### src/rtl/alu_seq_unit.sv
// Registered ARMv4 ALU execute stage with valid/ready handshakes.
// Data-processing ops take one cycle; MUL/MLA iterate MBITS multiplier bits per cycle.
module alu_seq_unit #(
  parameter int unsigned WIDTH = 32,
  parameter int unsigned MBITS = 1
) (
  input  logic             clk,
  input  logic             rst_n,
  input  logic             in_valid,
  output logic             in_ready,
  input  logic [3:0]       alufun,
  input  logic             mul,
  input  logic             acc,
  input  logic [WIDTH-1:0] a,
  input  logic [WIDTH-1:0] b,
  input  logic [WIDTH-1:0] c,
  input  logic             cin,
  input  logic             vin,
  output logic             out_valid,
  input  logic             out_ready,
  output logic [WIDTH-1:0] result,
  output logic [3:0]       nzcv,
  output logic             wr_en
);

  localparam int unsigned NSTEPS = WIDTH / MBITS;
  localparam int unsigned CNT_W  = $clog2(NSTEPS + 1);

  typedef enum logic [1:0] {S_IDLE, S_MULT, S_HOLD} state_t;

  typedef enum logic [3:0] {
    OP_AND = 4'h0, OP_EOR = 4'h1, OP_SUB = 4'h2, OP_RSB = 4'h3,
    OP_ADD = 4'h4, OP_ADC = 4'h5, OP_SBC = 4'h6, OP_RSC = 4'h7,
    OP_TST = 4'h8, OP_TEQ = 4'h9, OP_CMP = 4'hA, OP_CMN = 4'hB,
    OP_ORR = 4'hC, OP_MOV = 4'hD, OP_BIC = 4'hE, OP_MVN = 4'hF
  } op_t;

  state_t           r_state;
  logic             r_out_valid;
  logic [WIDTH-1:0] r_result;
  logic [3:0]       r_nzcv;
  logic             r_wr_en;
  logic [WIDTH-1:0] r_mcand;
  logic [WIDTH-1:0] r_mplier;
  logic [WIDTH-1:0] r_acc;
  logic [CNT_W-1:0] r_count;
  logic             r_cin;
  logic             r_vin;

  op_t              w_op;
  logic             w_accept;
  logic             w_arith;
  logic [WIDTH-1:0] w_x;
  logic [WIDTH-1:0] w_y;
  logic             w_ci;
  logic [WIDTH:0]   w_sum;
  logic [WIDTH-1:0] w_logic;
  logic [WIDTH-1:0] w_res;
  logic             w_c;
  logic             w_v;
  logic             w_wr;
  logic [WIDTH-1:0] w_partial;
  logic [WIDTH-1:0] w_mac;

  assign w_op      = op_t'(alufun);
  assign in_ready  = (r_state == S_IDLE) && (!r_out_valid || out_ready);
  assign w_accept  = in_valid && in_ready;

  assign out_valid = r_out_valid;
  assign result    = r_result;
  assign nzcv      = r_nzcv;
  assign wr_en     = r_wr_en;

  // Every arithmetic op is mapped onto x + y + ci; subtracts present ~operand.
  always_comb begin
    w_x     = a;
    w_y     = b;
    w_ci    = 1'b0;
    w_arith = 1'b1;
    case (w_op)
      OP_SUB, OP_CMP: begin w_y = ~b; w_ci = 1'b1; end
      OP_RSB:         begin w_x = b; w_y = ~a; w_ci = 1'b1; end
      OP_ADD, OP_CMN: w_ci = 1'b0;
      OP_ADC:         w_ci = cin;
      OP_SBC:         begin w_y = ~b; w_ci = cin; end
      OP_RSC:         begin w_x = b; w_y = ~a; w_ci = cin; end
      default:        w_arith = 1'b0;
    endcase
  end

  assign w_sum = {1'b0, w_x} + {1'b0, w_y} + {{WIDTH{1'b0}}, w_ci};

  always_comb begin
    w_logic = '0;
    case (w_op)
      OP_AND, OP_TST: w_logic = a & b;
      OP_EOR, OP_TEQ: w_logic = a ^ b;
      OP_ORR:         w_logic = a | b;
      OP_MOV:         w_logic = b;
      OP_BIC:         w_logic = a & ~b;
      OP_MVN:         w_logic = ~b;
      default:        w_logic = '0;
    endcase
  end

  assign w_res = w_arith ? w_sum[WIDTH-1:0] : w_logic;
  assign w_c   = w_arith ? w_sum[WIDTH] : cin;
  assign w_v   = w_arith ? ((w_x[WIDTH-1] == w_y[WIDTH-1]) &&
                            (w_sum[WIDTH-1] != w_x[WIDTH-1])) : vin;
  assign w_wr  = (alufun[3:2] != 2'b10);

  // Partial product of the low MBITS multiplier bits, built as shifted adds.
  always_comb begin
    w_partial = '0;
    for (int unsigned i = 0; i < MBITS; i++) begin
      if (r_mplier[i]) w_partial = w_partial + (r_mcand << i);
    end
  end

  assign w_mac = r_acc + w_partial;

  always_ff @(posedge clk or negedge rst_n) begin
    if (!rst_n) begin
      r_state     <= S_IDLE;
      r_out_valid <= 1'b0;
      r_result    <= '0;
      r_nzcv      <= '0;
      r_wr_en     <= 1'b0;
      r_mcand     <= '0;
      r_mplier    <= '0;
      r_acc       <= '0;
      r_count     <= '0;
      r_cin       <= 1'b0;
      r_vin       <= 1'b0;
    end else begin
      case (r_state)
        S_IDLE: begin
          if (w_accept && mul) begin
            r_mcand     <= a;
            r_mplier    <= b;
            r_acc       <= acc ? c : '0;
            r_count     <= CNT_W'(NSTEPS);
            r_cin       <= cin;
            r_vin       <= vin;
            r_out_valid <= 1'b0;
            r_state     <= S_MULT;
          end else if (w_accept) begin
            r_result    <= w_res;
            r_nzcv      <= {w_res[WIDTH-1], (w_res == '0), w_c, w_v};
            r_wr_en     <= w_wr;
            r_out_valid <= 1'b1;
          end else if (r_out_valid && out_ready) begin
            r_out_valid <= 1'b0;
          end
        end
        S_MULT: begin
          r_acc    <= w_mac;
          r_mcand  <= r_mcand << MBITS;
          r_mplier <= r_mplier >> MBITS;
          r_count  <= r_count - CNT_W'(1);
          if (r_count == CNT_W'(1)) begin
            r_result    <= w_mac;
            r_nzcv      <= {w_mac[WIDTH-1], (w_mac == '0), r_cin, r_vin};
            r_wr_en     <= 1'b1;
            r_out_valid <= 1'b1;
            r_state     <= S_HOLD;
          end
        end
        S_HOLD: begin
          if (r_out_valid && out_ready) begin
            r_out_valid <= 1'b0;
            r_state     <= S_IDLE;
          end
        end
        default: r_state <= S_IDLE;
      endcase
    end
  end

endmodule

### config.mk
export PLATFORM = sky130hd
export DESIGN_NAME = alu_seq_unit
export DESIGN_NICKNAME = d
export VERILOG_FILES = /design/src/rtl/alu_seq_unit.sv
export SDC_FILE = /design/constraint.sdc
export NUM_CORES = 1
export LEC_CHECK = 0
export CAP_MARGIN = 20
export CORE_AREA = 2 2 173 175
export DETAILED_ROUTE_END_ITERATION = 8
export DIE_AREA = 0 0 175 177
export GPL_ROUTABILITY_DRIVEN = 0
export PLACE_DENSITY = 0.71
export SLEW_MARGIN = 30
export SYNTH_ARGS = -nofsm -noshare
export SYNTH_HDL_FRONTEND = slang
export SYNTH_SLANG_ARGS = --single-unit
### constraint.sdc
create_clock -name clk -period 3.9 [get_ports clk]
set_input_delay 0.975 -clock clk [delete_from_list [all_inputs] [get_ports clk]]
set_output_delay 0.975 -clock clk [all_outputs]
set_load 0.01 [all_outputs]
=== After elaboration in Yosys (flattened, before gate mapping) ===
Cells that the tools add are included.

* Input port bits: 108
* Output and inout port bits: 39
* Bits in registers: 144
* Word-level logic and storage cells: 110

* Bitwise operators: 6
* Reductions and logical operators: 25
* Multiplexer cells: 38
* Equality and inequality tests: 26
* Add/sub/neg operators: 4

{| class="wikitable"
|+ Operators with widths
! kind !! count
|-
| two-way mux 32 bit || 10
|-
| one-hot mux 32 bit (2 select lines) || 5
|-
| one-hot mux 32 bit (6 select lines) || 1
|-
| bitwise AND 32 bit || 2
|-
| logical NOT 32 bit || 2
|-
| NOT 32 bit || 2
|-
| adder 32 x 32 -> 33 bit || 1
|-
| adder 33 x 1 -> 33 bit || 1
|-
| adder 32 bit || 1
|-
| == test 4 bit (second input constant) || 8
|-
| bitwise OR 32 bit || 1
|-
| bitwise XOR 32 bit || 1
|-
| == test 4 x 3 -> 1 bit (second input constant) || 4
|-
| two-way mux 4 bit || 3
|-
| one-hot mux 6 bit (2 select lines) || 1
|-
| != test 2 bit (second input constant) || 5
|-
| two-way mux 1 bit || 9
|-
| OR reduction 3 bit || 3
|-
| == test 4 x 2 -> 1 bit (second input constant) || 2
|-
| one-hot mux 4 bit (2 select lines) || 1
|-
| OR reduction 8 bit || 1
|-
| == test 6 x 1 -> 1 bit (second input constant) || 1
|-
| two-way mux 2 bit || 3
|-
| two-way mux 6 bit || 1
|-
| other kinds (21) || 30
|}

=== Depth between registers and ports, before layout ===
Gate-level depths: netlist of the first run.

* Word-level depth: 11
* Depth in mapped cells: 23
* Gate-level depth less buffers: 18

=== Least setup slack after synthesis of the first run ===
No wires, ideal clock.

* Path kind: input-to-reg
* Start point: input port alufun[1]
* End point: register r_nzcv[2] (netlist: nzcv[2])
* Data required time: 3805 ps
* Data arrival time: 5992 ps
* Library setup time: 95 ps
* Path buffers: 6
* Stages on the path: 23
* Setup slack: -2188 ps
* Path through: buf_2 > buf_2 > buf_2 > buf_2 > clkbuf_1 > and3_1 > a21o_1 > clkbuf_1 > nor2_1 > a211oi_1 > fa_1 > inv_1 > fa_1 > a211oi_2 > o21bai_2 > a311oi_4 > xnor2_1 > a2111o_1 > nor4_1 > nand4_1 > nor4b_2 > nand4_1 > o31ai_1

* Cells in the longest elaborated chain, start to end: 10
* Elaborated cells between the ends (all ways): 35
* Classes of those cells: add/sub (2); eq/ne (15); mux (9); reduce/logical (9)

{| class="wikitable"
|+ RTL lines
! element !! line !! RTL
|-
| start, declared || 11 || <nowiki>input logic [3:0] alufun,</nowiki>
|-
| == test 4 x 3 -> 1 bit (tied with other cells) || 80 || <nowiki>case (w_op)</nowiki>
|-
| OR reduction 3 bit (no line) / OR reduction 2 bit (equally long branches) || -- ||
|-
| one-hot mux 32 bit (2 select lines) / two-way mux 32 bit (equally long branches) || 80 ||
|-
| adder 32 x 32 -> 33 bit || 91 || <nowiki>assign w_sum = {1'b0, w_x} + {1'b0, w_y} + {{WIDTH{1'b0}}, w_ci};</nowiki>
|-
| adder 33 x 1 -> 33 bit || 91 ||
|-
| two-way mux 32 bit * || 106 || <nowiki>assign w_res = w_arith ? w_sum[WIDTH-1:0] : w_logic;</nowiki>
|-
| logical NOT 32 bit * || 149 || <nowiki>r_nzcv <= {w_res[WIDTH-1], (w_res == '0), w_c, w_v};</nowiki>
|-
| two-way mux 4 bit * || 147 || <nowiki>end else if (w_accept) begin</nowiki>
|-
| two-way mux 4 bit * || 138 || <nowiki>if (w_accept && mul) begin</nowiki>
|-
| one-hot mux 4 bit (2 select lines) * || 136 || <nowiki>case (r_state)</nowiki>
|-
| end signal, assigned || 149 ||
|-
| end signal, assigned || 163 || <nowiki>r_nzcv <= {w_mac[WIDTH-1], (w_mac == '0), r_cin, r_vin};</nowiki>
|-
| end, declared || 41 || <nowiki>logic [3:0] r_nzcv;</nowiki>
|}

Every way passes the cells marked *; elsewhere a longest branch is shown, timed or not. The select of a mux whose other input is x is not followed.
A chain may end at the register's enable or synchronous reset.

=== Worst setup path in the final report of the first run ===
* Start point: input port alufun[2]
* End point: register r_nzcv[2] (netlist: nzcv[2])

Same word-level chain as after synthesis.

==> results.md, run 1 <==
- Critical Path Source: alufun[2]
- First-pass GRT wire length: 86.0 mm
- Commonest non-fill, non-tap cells in the layout: buf_4 (410), nand2_1 (265), o21ai_0 (229)
- Sequential Power Share: 0.286
- Gate power share: 0.398
- Library cells used by synthesis: 92
- Max H-tree Level: 4
- Max frequency: 220 MHz
- Worst slew pin tran: 0.898 ns
- Setup violators final: 17
- Worst Hold Class: in -> async
- Vias in the first global route: 15975
- WL final: 55.8 mm
- DR pass1 iterations: 8
- M1 WL: 22.7 mm
- Root buf cell: clkbuf_16
- NetSw: 1800 uW
- Peak VDD IR: 0.361 mV
- Initial DRC Count: 1950
- P_int: 3390 uW
- Syn_nets: 2132
- Number of flops mapped to enable cells by yosys: 0
- GR Overflow Total: 0
- Placed cell areas: 0.0190 mm2
- Die Y: 177 um
- Hold_buf cts: 0
- Seq/Total Area, Yosys: 0.249
- Crit path time final: 4.54 ns
- Final Max Slew Viols: 0
- Longest Clk Path Bufs: 2
- N_diodes: 0
- Data required time of the worst path: 4.25 ns
- All-Layer GR Usage: 0.350
- Min setup slack post-route: -0.643 ns
- Final hold viol count: 0
- Cell Pwr Density: 255 mW/mm2
- IO buf count: 146
- Clock power share: 0.316
- Final period util: 1.16
- CP arrival: 4.89 ns
- # DRC: 0
- Final-layout fill cell count: 2293
- Row count: 63
- Final instance area: 0.0203 mm2
- I/O Pins: 147
- Vias: 17258
- Mean Syn Cell Area: 7.49 um2
- Static leakage: 0.00957 uW
- Crit end category: flip-flop
- Sw Ratio: 0.347
- Area Growth Syn to Fin: 41.3%
- Via/cell ratio: 6.19
- Asr flop ratio synth: 1.00
- Crit path kind: in -> reg
- Worst R2R Start: r_mplier[0]$_DFFE_PN0P_
- CTS tree: built
- Clock latency on the worst-skew pair: 0.45 ns
- TritonCTS Buffers: 17
- Largest net degree at the start of global routing: 163
- Maxcap violations: 0
- Cells after DPL: 2724
- Failing checks: negative setup slack
- Status: complete, but fails checks
- Max_slew headroom: 0.401
- DR top layer: met4
- Worst setup SP type: input pin
- Core ar.: 0.0292 mm2
- Post-synthesis instance total: 1922
- Final core utilization: 0.696
- Initial antenna violation count: 0
- Initial Utilization: 0.492
- Post-DP HPWL: 41.8 mm
- Setup Skew: 0.0103 ns
- Area of the multi-input gates: 0.0106 mm2
- Die width: 175 um
- DR WL/cell: 20.0 um
- Top_reg_cell synth: dfrtp_1
- CTS Sinks: 143
- Met2 wire length: 24.6 mm
- CP Max Fanout: 3
- RSZ-0062 raised after global routing: yes
- Final non-filler cell total: 2787
- Mapped Area: 0.0144 mm2
- Reg clk slew, reported paths: 0.06 ns
- Most common cell after layout, fill and taps aside: buf_4
- Area taken by flip-flops and latches: 0.00358 mm2
- Synthesis-stage register bit count: 143
- Proportion of layout cells with a drive suffix above 1: 0.255
- Die area: 0.0310 mm2
- Yosys warns: 0
- Nets@finish: 2594
- Met3 wire len: 6.06 mm
- Detail Route Antenna Nets: 0
- Worst hold margin: 0.469 ns
[critical path: stages]
cell and delay [ns]:
buf_8 0.10, nand2_4 0.06, and3_4 0.20, a21o_1 0.15, nor2_2 0.06, a211oi_2 0.18, fa_2 0.28, inv_2 0.05
fa_2 0.39, buf_4 0.16, a21o_1 0.16, a211oi_1 0.22, nor3_1 0.08, nor4_1 0.39, nand4_1 0.22, nor4_2 0.29
nand4_1 0.25, nor4b_2 0.32, nand4_1 0.14, o31ai_1 0.21
[cells in the mapped netlist (all sizes together), types with 7 or more instances]
master   instances  area, um2
and2            47        295
nand2          271       1020
or4              7       52.6
a2111oi          7       67.6
a21oi          129        649
a211oi          14        110
nand2b           7       43.8
ha              99       1240
o211ai          13       97.6
and4             9       78.8
o21a            12       90.1
nor2b           12       75.1
clkbuf         120        450
and3            14       87.6
a222oi           8       80.1
a21o            24        181
o31ai           22        179
mux2             9        101
a221oi          16        158
a22o            12        105
inv             92        345
nand4           24        150
xor2            23        201
mux2i           84        841
dfrtp          143       3580
o21bai           7       56.3
a22oi           13       97.6
buf             14       71.3
nor3b            8       60.1
nand3           40        200
o22ai           12       75.1
xnor2           27        236
nor3            34        170
nor2           129        484
a31oi           22        138
o21ai          268       1360
or3              7       43.8
o221ai           7       61.3
nor4            14       87.6
[metal layers]
layer,vias to the layer above,global-route usage
met4,0,0.147
met2,1041,0.538
met1,8106,0.487
met3,176,0.0606
li1,7935,-
met5,-,0
[registers in the layout, indices dropped and copies added, names as in the netlist]
signal	flops
r_state	2
result	32
r_count	6
r_vin	1
r_acc	32
r_mplier	32
r_cin	1
wr_en	1
r_mcand	32
out_valid	1
nzcv	3
[stage by stage]
stage | setup slack, ns | total power [uW] | setup TNS (ns)
floorplan | -1.23 | 2350 | -15.12
global placement | -1.40 | 3220 | -27.21
detailed placement | -1.53 | 3260 | -30.89
CTS | -0.583 | 4980 | -3.62
global route | -0.710 | 5390 | -6.69
finish | -0.643 | 5190 | -4.36
[what timing repair did]
action                                  CTS  global route
endpoints found under the setup margin   31            22
hold endpoints to repair                  0             0
pin swaps                                48            50
resized for setup                        80            88
cloned                                    0             0
setup buffers                            22            17
[cell type report]
type,instances,area share
clock buffers,19,0.0218
clock inverters,13,0.00621
inverters,92,0.0172
multi-input cells,1553,0.519
flip-flops and latches,143,0.176
well taps,390,0.0240
repair buffers,577,0.236
[final timing paths]
kind / cells past startpoint / slack [ns] / to
max reg2reg: 14 / -0.50 / nzcv[2]$_DFFE_PN0P_
max: 20 / -0.64 / nzcv[2]$_DFFE_PN0P_
min: 1 / 0.47 / r_state[0]$_DFFE_PN0P_
max in group asynchronous: 2 / 2.56 / result[2]$_DFFE_PN0P_
min in group clk: 2 / 0.47 / result[25]$_DFFE_PN0P_
min reg2reg: 2 / 0.47 / result[25]$_DFFE_PN0P_
[power by group through the flow]
stage / Sequential [uW] / Combinational [uW] / Clock [uW]
2_1_floorplan: 1510 / 837 / 0
3_3_place_gp: 1510 / 1710 / 0
3_5_place_dp: 1510 / 1740 / 0
4_1_cts: 1480 / 1850 / 1650
5_1_grt: 1480 / 2190 / 1720
6_report: 1480 / 2070 / 1640
[logic make-up (layout without fill, tap and decap cells)]
| family | Yosys count | count (layout) | synth area share |
|---|---|---|---|
| AOI/OAI and AO/OA | 656 | 656 | 0.290 |
| xor gates and xnor gates | 50 | 50 | 0.0304 |
| adders and majority gates | 102 | 102 | 0.0902 |
| buffers and inverters | 226 | 701 | 0.0602 |
| DFF | 143 | 143 | 0.249 |
| muxes | 93 | 93 | 0.0655 |
| and+or+nand+nor | 652 | 652 | 0.215 |
No activity file was read; power rests on OpenSTA's default activity.
==> inputs of run 2 (changes only) <==
Settings changed: ABC_AREA set to 0, CORE_AREA 2 2 173 175 to 2 2 170 172, DIE_AREA 0 0 175 177 to 0 0 172 174, PLACE_DENSITY 0.71 to 0.76.
Clock period 3.9 ns to 3.86 ns, I/O delays scaled along.
==> results.md, run 2 (synthesized netlist as in run 1, its figures left out) <==
- WL final: 58.5 mm (+4.8%)
- Initial DRC Count: 2371 (+22%)
- IO buf count: 146 (unchanged)
- # DRC: 0 (unchanged)
- Largest net degree at the start of global routing: 163 (unchanged)
- Initial antenna violation count: 1 (+1)
- GR Overflow Total: 0 (unchanged)
- Final Max Slew Viols: 0 (unchanged)
- Data required time of the worst path: 4.22 ns (-0.03 ns)
- Vias: 17817 (+3.2%)
- Most common cell after layout, fill and taps aside: buf_4
- DR WL/cell: 21.0 um (+4.9%)
- Setup_tns: -4.22 ns (+0.135 ns)
- Pwr Total: 5360 uW (+3.4%)
- Status: complete, but fails checks
- Sequential Power Share: 0.279 (-0.007)
- Vias in the first global route: 16610 (+4.0%)
- Peak VDD IR: 0.255 mV (-29%)
- Via/cell ratio: 6.40 (+3.4%)
- Longest Clk Path Bufs: 2 (unchanged)
- Clock power share: 0.311 (-0.005)
- Final period util: 1.14
- Commonest non-fill, non-tap cells in the layout: buf_4 (408), nand2_1 (263), o21ai_0 (219)
- First-pass GRT wire length: 88.0 mm (+2.3%)
- All-Layer GR Usage: 0.374 (+0.0232)
- Max frequency: 226 MHz
- I/O Pins: 147 (unchanged)
- TritonCTS Buffers: 17 (unchanged)
- Min setup slack post-route: -0.557 ns (+0.0861 ns)
- Area Growth Syn to Fin: 42.7%
- Die width: 172 um (-1.7%)
- Die Y: 174 um (-1.7%)
- Post-DP HPWL: 41.5 mm (-0.68%)
- Root buf cell: clkbuf_16
- CTS Sinks: 143 (unchanged)
- Crit end category: flip-flop
- Initial Utilization: 0.510 (+0.0176)
- Max_slew headroom: 0.449 (+0.0480)
- Worst setup SP type: input pin
- Crit path kind: in -> reg
- Proportion of layout cells with a drive suffix above 1: 0.259 (+0.00437)
- Setup Skew: 0.0122 ns (+0.00190 ns)
- Sw Ratio: 0.358 (+0.0113)
- RSZ-0062 raised after global routing: yes
- DR pass1 iterations: 6 (-2)
- Final core utilization: 0.728 (+0.0318)
- Worst Hold Class: reg -> reg
- Setup violators final: 18 (+1)
- N_diodes: 0 (unchanged)
- Place WS: -1.57 ns (-0.0366 ns)
- Core ar.: 0.0282 mm2 (-3.4%)
- Static leakage: 0.00966 uW (+0.95%)
- Detail Route Antenna Nets: 0 (unchanged)
- Gate power share: 0.410 (+0.012)
- Clock latency on the worst-skew pair: 0.46 ns (about the same)
- Row count: 62 (-1.6%)
- Worst hold margin: 0.479 ns (+0.00954 ns)
- CP arrival: 4.78 ns (-0.11 ns)
- Final-layout fill cell count: 2078 (-9.4%)
- CP Max Fanout: 7 (+4)
- Nets@finish: 2596 (+0.077%)
- CTS tree: built
- Worst slew pin tran: 0.817 ns (-0.0806 ns)
- Max H-tree Level: 4 (unchanged)
- Crit path time final: 4.42 ns
- Cell Pwr Density: 261 mW/mm2 (+2.4%)
- Die area: 0.0299 mm2 (-3.4%)
- Maxcap violations: 0 (unchanged)
- P_int: 3440 uW (+1.6%)
- NetSw: 1920 uW (+6.7%)
- Final hold viol count: 0 (unchanged)
- Failing checks: negative setup slack
- Reg clk slew, reported paths: 0.06 ns (about the same)
run 2: changes by cell type in the layout (fill, tap and decap cells not counted), moves of 3 or more:
cell | previous run | this run
a21oi_4 | 0 | 5
a21oi_2 | 18 | 14
and2_4 | 0 | 4
nor4_1 | 11 | 8
clkdlybuf4s50_1 | 138 | 135
o21ai_1 | 29 | 37
and2_1 | 46 | 42
o21ai_0 | 229 | 219
buf_6 | 18 | 22
nor4_2 | 2 | 5
run 2: area by class of cell:
type                       count  area, um2  area share
sequential                   143       3580       0.174
clock buffer                  21        450      0.0219
clock inverter                11        106     0.00518
inverter                      92        348      0.0169
multi-input combinational   1553      10700       0.522
timing repair buffer         579       4860       0.236
tap                          384        480      0.0234
run 2: power by group through the flow:
stage          clock network, uW  registers [uW]  logic [uW]
6_report                    1670            1500        2200
5_1_grt                     1730            1500        2310
4_1_cts                     1650            1500        1920
3_5_place_dp                   0            1530        1760
3_3_place_gp                   0            1530        1720
2_1_floorplan                  0            1530         846
run 2: critical path, cell delays in order:
cell and delay [ns]:
buf_8 0.11, nand2_4 0.06, and3_4 0.20, a21o_4 0.13, buf_8 0.14, buf_6 0.14
nand2_1 0.05, o21ai_0 0.07, o21ai_0 0.11, ha_1 0.31, buf_4 0.13, buf_4 0.16
nand2_1 0.10, o21ai_0 0.67, o2bb2ai_2 0.24, buf_4 0.16, and2_1 0.12, a221oi_1 0.07
nand2_1 0.11, o2111ai_1 0.14, nor4_1 0.24, nand4_1 0.14, o31ai_1 0.21
run 2: per-stage QoR:
step                cells  cell area [um2]
finish               2783            20500
global route         2783            20500
CTS                  2772            20100
detailed placement   2720            19000
global placement     2720            19000
floorplan            1922            14600
run 2: worst paths after layout:
path                       cells after the start               startpoint                        to  slack, ns
hold / removal                                 2   result[25]$_DFFE_PN0P_    result[25]$_DFFE_PN0P_       0.48
hold reg to reg                                2   result[25]$_DFFE_PN0P_    result[25]$_DFFE_PN0P_       0.48
min in group asynchronous                      1                    rst_n     out_valid$_DFFE_PN0P_       0.55
setup / recovery                              23                alufun[3]       nzcv[2]$_DFFE_PN0P_      -0.56
max in group asynchronous                      2                    rst_n  r_mplier[28]$_DFFE_PN0P_       2.41
setup reg to reg                              16  r_mplier[0]$_DFFE_PN0P_       nzcv[2]$_DFFE_PN0P_      -0.40
run 2: layer usage:
metal	up-vias	routed length (um)	track usage
met5	-	0	0
met2	1309	25700	0.581
li1	7948	-	-
met3	295	7200	0.0808
met4	0	3270	0.166
met1	8265	22300	0.498
run 2: timing repair:
action	4_1_cts	5_1_grt
pin swaps	76	57
hold buffers	0	0
buffers inserted	22	16
setup endpoints to repair	32	23
cloned	1	1
endpoints found under the hold margin	0	0
gates resized for setup	119	91
==> inputs of run 3 (changes only) <==
Settings changed: HOLD_SLACK_MARGIN set to 0.1.
==> results of run 3 <==
The final DEF is identical to that of run 2; final timing and power are the same.
